[src/rtl/busy_timer_bank_if.sv]
// rtl/busy_timer_bank_if.sv - start/abort/config and status bundle for busy_timer_bank
interface busy_timer_bank_if #(
    parameter int NCH = 4,
    parameter int CW  = 16
);
    logic [NCH-1:0] i_start;
    logic [NCH-1:0] i_abort;
    logic           i_cfg_we;
    logic [3:0]     i_cfg_ch;
    logic [CW-1:0]  i_cfg_amount;
    logic [1:0]     i_cfg_mode;
    logic [NCH-1:0] o_busy;
    logic [NCH-1:0] o_done;
    logic           o_any_busy;

    modport master (
        output i_start, i_abort, i_cfg_we, i_cfg_ch, i_cfg_amount, i_cfg_mode,
        input  o_busy, o_done, o_any_busy
    );

    modport slave (
        input  i_start, i_abort, i_cfg_we, i_cfg_ch, i_cfg_amount, i_cfg_mode,
        output o_busy, o_done, o_any_busy
    );
endinterface

[src/rtl/busy_timer_bank.sv]
// rtl/busy_timer_bank.sv - bank of independent busy-window timers with oneshot/retrigger/periodic modes
module busy_timer_bank #(
    parameter int            NCH            = 4,
    parameter int            CW             = 16,
    parameter logic [CW-1:0] DEFAULT_AMOUNT = CW'(22)
) (
    input logic             i_clk,
    input logic             i_reset_n,
    busy_timer_bank_if.slave bus
);
    localparam logic [1:0] MODE_ONESHOT  = 2'd0;
    localparam logic [1:0] MODE_RETRIG   = 2'd1;
    localparam logic [1:0] MODE_PERIODIC = 2'd2;

    logic [NCH-1:0] busy_vec;
    logic [NCH-1:0] done_vec;

    for (genvar k = 0; k < NCH; k++) begin : g_ch
        logic [CW-1:0] cnt, cnt_nxt;
        logic [CW-1:0] amt;
        logic [1:0]    mode;
        logic          done_q, done_nxt;
        logic          cfg_hit;
        logic          reload;

        // Matching against k also rejects channel numbers at or above NCH.
        assign cfg_hit = bus.i_cfg_we && (bus.i_cfg_ch == 4'(k));
        assign reload  = (cnt != '0) && (mode == MODE_RETRIG) && bus.i_start[k] && (amt != '0);

        always_comb begin
            cnt_nxt  = cnt;
            done_nxt = 1'b0;
            if (bus.i_abort[k]) begin
                cnt_nxt = '0;
            end else if (cnt == '0) begin
                if (bus.i_start[k] && (amt != '0)) cnt_nxt = amt;
            end else if (reload) begin
                // Retrigger at cnt==1 swallows the expiry pulse as well.
                cnt_nxt = amt;
            end else if (cnt == CW'(1)) begin
                done_nxt = 1'b1;
                cnt_nxt  = (mode == MODE_PERIODIC) ? amt : '0;
            end else begin
                cnt_nxt = cnt - CW'(1);
            end
        end

        always_ff @(posedge i_clk or negedge i_reset_n) begin
            if (!i_reset_n) begin
                cnt    <= '0;
                done_q <= 1'b0;
                amt    <= DEFAULT_AMOUNT;
                mode   <= MODE_ONESHOT;
            end else begin
                cnt    <= cnt_nxt;
                done_q <= done_nxt;
                if (cfg_hit) begin
                    amt  <= bus.i_cfg_amount;
                    mode <= bus.i_cfg_mode;
                end
            end
        end

        assign busy_vec[k] = (cnt != '0);
        assign done_vec[k] = done_q;

`ifdef FORMAL
        a_busy: assert property (@(posedge i_clk) disable iff (!i_reset_n)
            (cnt != '0) |-> busy_vec[k]);
        a_dec: assert property (@(posedge i_clk) disable iff (!i_reset_n)
            ((cnt > CW'(1)) && !bus.i_abort[k] && !reload) |=> (cnt == $past(cnt) - CW'(1)));
        a_done: assert property (@(posedge i_clk) disable iff (!i_reset_n)
            (done_q && (mode == MODE_ONESHOT) && ($past(mode) == MODE_ONESHOT)) |=> !done_q);
`endif
    end

    assign bus.o_busy     = busy_vec;
    assign bus.o_done     = done_vec;
    assign bus.o_any_busy = |busy_vec;
endmodule

[src/flat_wrapper.sv]
// flat-port wrapper written by rule: the top's interface ports become plain ports
module busy_timer_bank_flat 
#(
    parameter int            NCH            = 4,
    parameter int            CW             = 16,
    parameter logic [CW-1:0] DEFAULT_AMOUNT = CW'(22)
)
  (i_clk, i_reset_n, bus_i_start, bus_i_abort, bus_i_cfg_we, bus_i_cfg_ch, bus_i_cfg_amount, bus_i_cfg_mode, bus_o_busy, bus_o_done, bus_o_any_busy);
  busy_timer_bank_if #(.NCH(NCH), .CW(CW)) bus_i ();
  input logic i_clk;
  input logic i_reset_n;
  input wire logic [$bits(bus_i.i_start)-1:0] bus_i_start;
  input wire logic [$bits(bus_i.i_abort)-1:0] bus_i_abort;
  input wire logic [$bits(bus_i.i_cfg_we)-1:0] bus_i_cfg_we;
  input wire logic [$bits(bus_i.i_cfg_ch)-1:0] bus_i_cfg_ch;
  input wire logic [$bits(bus_i.i_cfg_amount)-1:0] bus_i_cfg_amount;
  input wire logic [$bits(bus_i.i_cfg_mode)-1:0] bus_i_cfg_mode;
  output wire logic [$bits(bus_i.o_busy)-1:0] bus_o_busy;
  output wire logic [$bits(bus_i.o_done)-1:0] bus_o_done;
  output wire logic [$bits(bus_i.o_any_busy)-1:0] bus_o_any_busy;
  assign bus_i.i_start = bus_i_start;
  assign bus_i.i_abort = bus_i_abort;
  assign bus_i.i_cfg_we = bus_i_cfg_we;
  assign bus_i.i_cfg_ch = bus_i_cfg_ch;
  assign bus_i.i_cfg_amount = bus_i_cfg_amount;
  assign bus_i.i_cfg_mode = bus_i_cfg_mode;
  assign bus_o_busy = bus_i.o_busy;
  assign bus_o_done = bus_i.o_done;
  assign bus_o_any_busy = bus_i.o_any_busy;
  busy_timer_bank #(.NCH(NCH), .CW(CW), .DEFAULT_AMOUNT(DEFAULT_AMOUNT)) u_core (.i_clk(i_clk), .i_reset_n(i_reset_n), .bus(bus_i));
endmodule
[config.mk]
export PLATFORM = sky130hd
export DESIGN_NAME = busy_timer_bank_flat
export DESIGN_NICKNAME = d
export VERILOG_FILES = /design/src/rtl/busy_timer_bank_if.sv /design/src/rtl/busy_timer_bank.sv /design/src/flat_wrapper.sv
export SDC_FILE = /design/constraint.sdc
export NUM_CORES = 1
export LEC_CHECK = 0
export BUFFER_PORTS_ARGS = -buffer_cell sky130_fd_sc_hd__buf_2
export CAP_MARGIN = 20
export CORE_MARGIN = 5
export CORE_UTILIZATION = 64
export DETAILED_ROUTE_END_ITERATION = 16
export PLACE_DENSITY = 0.86
export SYNTH_ARGS = -nofsm -noshare
export SYNTH_HDL_FRONTEND = slang
export SYNTH_SLANG_ARGS = --single-unit
[constraint.sdc]
create_clock -name i_clk -period 4.84 [get_ports i_clk]
set_input_delay 0.242 -clock i_clk [delete_from_list [all_inputs] [get_ports i_clk]]
set_output_delay 0.242 -clock i_clk [all_outputs]
set_load 0.05 [all_outputs]
==> impl_metrics.toml, run 1 <==
[setup_path]
end_kind = "primary output"
worstReg2RegEnd = "u_core.g_ch[1].cnt[0]"
r2r_setup_slack_ps = 2190
required_ps = 4600
cp_max_fo = 5
path_cells = "or4_4, nor4_1, nand4b_1, or4_1, buf_2"
arrival_ps = 3010
startpoint_type = "register"
worstReg2RegStart = "u_core.g_ch[1].cnt[4]"
r2r_cells = 5
cp_slowest_cell = "or4_4"
path_class = "register to primary output"
crit_path_max_incr_delay_ps = 590

[place]
gp_congestion = 0.925
portBuffers = 41
hpwl_um = 11800
placed_cells = 809

[yosys]
synth_area_per_cell_sq_um = 11.1
synthCells = 645
syn_nets = 690
yosysMostFrequentCell = "dfrtp_1"
netlist.area_leader.share = 0.449
async_flop_share = 1.00
synth_seq_cells = 140
synth.largest_area_cell = "dfrtp_1"
synth_area_leaders = "dfrtp_1 (45%), mux2_2 (11%), a22oi_1 (6.0%)"
synth-main-ff-cell = "dfrtp_1"
synthTopCellsByCount = "dfrtp_1 (128), nor2_1 (85), mux2_2 (70)"
synth-edff-count = 0
netlist_area_sq_um = 7130
yosys_warnings = 0
synth_cell_types = 54
synth_seq_area_share = 0.494

[global_routing]
grt-ovfl-total = 0
grt_first_pass_wirelength_um = 29100
grt_pass1_vias = 5715
grt_antenna_before_repair = 0
grt_start_max_net_pins = 95
grt_util_all_layers = 0.286

[layout]
diodes = 0
fill_cells = 685
layoutNonFillerInstCount = 849
fin_util = 0.744
syn_to_final_growth_pct = 13.6
fin_nets = 742
drive_gt1_frac = 0.248

[timing]
max_freq_mhz = 307
whs_ps = 26.4
setup-tns-final_ps = 0
fin_crit_sh = 0.672
rsz0062_at_grt = "no"
setup_viol = 0
slew_headroom = 0.308
finalCriticalPeriod_ps = 3250
worst_pin_slew_ps = 1030
slew_viol_final = 0
fin_skew_ps = 8.77
hold_viol_final = 0

[power_and_ir_drop]
p_switching_mw = 2.13
power_leakage_nw = 3.58
power_density_nw_per_um2 = 660
pwr-share-clk = 0.238
p_int_mw = 3.21
power.share.combinational = 0.416
vdd_drop_max_mv = 0.432
sw_frac_of_total = 0.399
power_frac_seq = 0.346

[cts]
ctsHtreeMaxLevel = 4
insertion_delay_ps = 530
clkTransAtPathRegs_ps = 60
post_cts_buffers = 0
cts.sinks = 140
cts_made_buffers = 17
cts_tree = "built"
clockBufferDepth = 2
root_buffer = "clkbuf_8"

[routing]
wirelength_um = 17700
dr.first_iter.drc_count = 534
vias = 5565
detail-route-antenna-nets = 0
dr.pass1.iters = 5
vias_per_cell = 6.55
post_drt_wl_per_cell_um = 20.9
drc_errors = 0

[floorplanning]
die_y_um = 116
rows = 38
die_x_um = 116
core-area_sq_um = 10900
dieArea_sq_um = 13300
initial_core_util = 0.655
ios = 42

[hold_path]
hp-start = "bus_i_cfg_amount[2]"
min_path_type = "primary input to register"
hold_path_end = "u_core.g_ch[1].amt[2]"
holdPathStages = 2

[job]
maxCapViolCount = 0

[run_status]
status = "completed"
-- critical path: cells and delay by family, from the launching register on --
| kind | cells | cell delay [ps] |
|---|---|---|
| and+or+nand+nor | 4 | 1820 |
| DFF | 1 | 430 |
| buffers and inverters | 1 | 230 |
-- metrics by stage --
| step | area, sq um | worst slack (ps) | total power, mW |
|---|---|---|---|
| after CTS | 8080 | 1600 | 5.30 |
| after global placement | 7430 | 2290 | 3.86 |
| after global routing | 8100 | 1450 | 5.68 |
| after floorplan | 7130 | 1880 | 3.49 |
| after detailed placement | 7430 | 2180 | 3.98 |
| final | 8100 | 1590 | 5.34 |
-- power groups by stage --
stage | sequential, mW | clock (mW) | combinational (mW)
2_1_floorplan | 1.75 | 0 | 1.75
3_3_place_gp | 1.82 | 0 | 2.04
3_5_place_dp | 1.84 | 0 | 2.13
4_1_cts | 1.84 | 1.28 | 2.18
5_1_grt | 1.89 | 1.34 | 2.44
6_report | 1.85 | 1.27 | 2.22
-- state kept, by name (all words and copies together), names as in the netlist --
| register | flops |
|---|---|
| u_core.g_ch.done_q | 4 |
| u_core.g_ch.cnt | 64 |
| u_core.g_ch.amt | 64 |
| u_core.g_ch.mode | 8 |
-- routing by layer --
metal | up-vias | routed length [um] | track usage
met1 | 2770 | 6950 | 0.371
met5 | - | 0 | 0
met3 | 46 | 1390 | 0.0721
li1 | 2488 | - | -
met4 | 0 | 548 | 0.107
met2 | 261 | 8830 | 0.467
-- area by class of cell --
class / instances / area [sq um] / area share
clock buffer: 20 / 445 / 0.0550
clock inverter: 11 / 135 / 0.0167
inverter: 17 / 63.8 / 0.00788
multi-input combinational: 467 / 3430 / 0.424
sequential: 140 / 3520 / 0.435
tap: 140 / 175 / 0.0216
timing repair buffer: 54 / 327 / 0.0403
-- timing repair --
item | 4_1_cts | 5_1_grt
resized for setup | 0 | 0
setup endpoints to repair | 0 | 0
endpoints found under the hold margin | 94 | 0
hold buffers | 7 | 0
-- worst max-delay path by stage --
stage / startpoint / end / depth (start not counted)
floorplan: u_core.g_ch[3].cnt[9] / bus_o_any_busy / 4
global placement: u_core.g_ch[2].cnt[5] / bus_o_any_busy / 5
detailed placement: u_core.g_ch[3].cnt[9] / bus_o_any_busy / 5
CTS: u_core.g_ch[3].cnt[9] / bus_o_any_busy / 5
global route: u_core.g_ch[3].cnt[9] / bus_o_any_busy / 5
finish: u_core.g_ch[3].cnt[9] / bus_o_any_busy / 5
-- cell usage in the layout, fill, tap and decap left out, types with 7 or more instances in the layout --
master         synthesis  routed
xnor2_1               34      34
nand3_1               14      14
nand2_1               33      33
inv_1                 17      17
nor2_1                85      85
or4_1                 13      13
dfrtp_1              128     128
clkbuf_16              0      16
ha_1                  12      12
nor4_1                20      20
nand4_1               12      12
a22oi_1               57      57
nor3_1                13      12
xor2_1                14      14
dlygate4sd3_1          0       7
buf_2                  3      40
nand2b_1               8       8
dfstp_2               12      12
mux2_2                70      70
-- cells by family (layout without fill, tap and decap cells) --
| group | Yosys count | count (layout) | synth area share |
|---|---|---|---|
| AO/OA/AOI/OAI | 102 | 102 | 0.112 |
| multiplexers | 70 | 70 | 0.111 |
| XOR/XNOR | 48 | 48 | 0.0590 |
| flip-flops | 140 | 140 | 0.494 |
| AND/OR/NAND/NOR | 235 | 235 | 0.178 |
| buffers and inverters | 38 | 102 | 0.0258 |
| adder cells (fa/ha/maj) | 12 | 12 | 0.0211 |
Note: power is estimated with default switching activity, not from simulation.
==> inputs of run 2 (changes only) <==
ABC_AREA = 1   (was not set)
CORE_UTILIZATION = 62   (was 64)
PLACE_DENSITY = 0.84   (was 0.86)
clock period = 3 ns   (was 4.84 ns; I/O delays follow)
==> impl_metrics.toml, run 2 <==
[yosys]
synthTopCellsByCount = "nand2_1 (312), nor2_1 (155), dfrtp_1 (128)"
yosysMostFrequentCell = "nand2_1"
netlist_area_sq_um = 7960
synth_area_per_cell_sq_um = 7.54
synthCells = 1056
synth_seq_cells = 140
yosys_warnings = 0
netlist.area_leader.share = 0.402
synth_seq_area_share = 0.442
synth-main-ff-cell = "dfrtp_1"
async_flop_share = 1.00
synth.largest_area_cell = "dfrtp_1"
synth_cell_types = 35
synth_area_leaders = "dfrtp_1 (40%), nand2_1 (15%), nor2_1 (7.3%)"
syn_nets = 1101
synth-edff-count = 0

[power_and_ir_drop]
vdd_drop_max_mv = 0.710
power_leakage_nw = 4.51
power_density_nw_per_um2 = 1210
p_total_mw = 10.7

[routing]
dr.first_iter.drc_count = 722
drc_errors = 0
post_drt_wl_per_cell_um = 15.1
detail-route-antenna-nets = 0
dr.pass1.iters = 5
vias_per_cell = 5.51
wirelength_um = 19400
vias = 7049

[timing]
whs_ps = 96.8
worst_pin_slew_ps = 736
slew_headroom = 0.509
setup-tns-final_ps = 0
setup_viol = 0
finalCriticalPeriod_ps = 2440
slew_viol_final = 0
rsz0062_at_grt = "no"
max_freq_mhz = 411
fin_crit_sh = 0.812
setup_ws_ps = 565
hold_viol_final = 0
fin_skew_ps = 8.91

[setup_path]
arrival_ps = 2290
cp_slowest_cell = "dfrtp_1"
required_ps = 2850
cp_top_family = "simple AND/OR/NAND/NOR gates"
critPathBufInv = 1
worstReg2RegStart = "u_core.g_ch[2].amt[15]"
setup.worst_path.start = "u_core.g_ch[1].cnt[9]"
path_class = "register to primary output"
crit_path_end = "bus_o_any_busy"
crit_path_max_incr_delay_ps = 400
end_kind = "primary output"
path_cells = "nor2_2, nand2_1, nor2_4, nand3_2, nor2_1, nand3_1, buf_2"
worstReg2RegEnd = "u_core.g_ch[2].cnt[0]"
r2r_cells = 10
r2r_setup_slack_ps = 1090
cp_num_cells = 7
cp_max_fo = 15
startpoint_type = "register"

[layout]
syn_to_final_growth_pct = 11.9
fin_nets = 1140
drive_gt1_frac = 0.153
final_cell_mix = "nand2_1 (312), nor2_1 (155), dfrtp_1 (128), inv_1 (77), o21ai_0 (73)"
top_regs = "u_core.g_ch.amt: 64 flops, u_core.g_ch.cnt: 64 flops, u_core.g_ch.mode: 8 flops"
final_common_cell = "nand2_1"
diodes = 0

[floorplanning]
die_y_um = 123
die_x_um = 123
core-area_sq_um = 12600
ios = 42
initial_core_util = 0.631
rows = 41
dieArea_sq_um = 15200

[global_routing]
grt_antenna_before_repair = 0
grt_util_all_layers = 0.274
grt_start_max_net_pins = 80
grt-ovfl-total = 0
grt_first_pass_wirelength_um = 32500
grt_pass1_vias = 6740

[place]
portBuffers = 41
hpwl_um = 13100
gp_congestion = 0.908
place_ws_ps = 1050

[cts]
post_cts_buffers = 0
cts_tree = "built"
ctsHtreeMaxLevel = 4
clkTransAtPathRegs_ps = 60
cts.sinks = 140
cts_made_buffers = 17
clockBufferDepth = 2
root_buffer = "clkbuf_16"
post_cts_resize_count = 0
cts_hold_buf = 5
insertion_delay_ps = 420

[job]
maxCapViolCount = 0

[hold_path]
min_path_type = "primary input to register"
holdPathStages = 3

[run_status]
status = "completed"
run 2: changes by cell type in the layout (fill, tap and decap cells not counted), moves of 14 or more:
cell | previous run | this run
nand2_1 | 33 | 312
mux2_2 | 70 | 0
nor2_1 | 85 | 155
o21ai_0 | 6 | 73
inv_1 | 17 | 77
a22oi_1 | 57 | 0
a21oi_1 | 5 | 46
nand3_1 | 14 | 43
nor4_1 | 20 | 0
nand4_1 | 12 | 31
xnor2_1 | 34 | 16
nor2_2 | 0 | 16
a21oi_2 | 0 | 14
run 2: area by class of cell:
class | count | area [sq um]
Timing Repair Buffer | 51 | 312
Sequential cell | 140 | 3520
Multi-Input combinational cell | 793 | 3890
Fill cell | 1020 | 3710
Tap cell | 172 | 215
Clock buffer | 22 | 484
Clock inverter | 10 | 138
Inverter | 92 | 353
run 2: cell families (layout without fill, tap and decap cells):
group                      Yosys count  count (layout)  share of synthesized area
AOI/OAI and AO/OA                  138             138                     0.0937
xor gates and xnor gates            36              36                     0.0396
adders and majority gates           12              12                     0.0189
buffers and inverters              123             175                     0.0696
DFF                                140             140                      0.442
and+or+nand+nor                    607             607                      0.336
run 2: power by group:
part | total [mW] | switching [mW] | internal [mW]
Sequential | 3.05 | 0.552 | 2.49
Combinational | 5.49 | 3.55 | 1.94
Clock | 2.20 | 0.808 | 1.39
Total | 10.7 | 4.91 | 5.83
run 2: tightest hold or removal path, cell delays in order:
cell and delay [ps]:
buf_2 90, inv_1 150, o21ai_0 120
run 2: stage by stage:
step | cells | util | area (sq um)
3_3_place_gp | 1243 | 0.653 | 8240
4_1_cts | 1280 | 0.706 | 8910
2_1_floorplan | 1056 | - | 7960
6_report | 1280 | 0.706 | 8910
5_1_grt | 1280 | 0.706 | 8910
3_5_place_dp | 1243 | 0.653 | 8240
run 2: how the worst min path moves through the flow:
stage                              from                     end
floorplan                     i_reset_n   u_core.g_ch[0].amt[0]
global placement              i_reset_n  u_core.g_ch[3].cnt[13]
detailed placement            i_reset_n  u_core.g_ch[3].cnt[13]
CTS                   bus_i_cfg_mode[0]  u_core.g_ch[0].mode[0]
global route          bus_i_cfg_mode[0]  u_core.g_ch[0].mode[0]
finish              bus_i_cfg_amount[4]   u_core.g_ch[2].amt[4]
run 2: routing by layer:
layer	track usage	vias up	wire (um)	share of wire
met5	0	-	0	0
met4	0.102	0	573	0.030
met3	0.0590	52	1130	0.058
met2	0.440	249	9220	0.48
met1	0.368	3303	8450	0.44
li1	-	3445	-	-
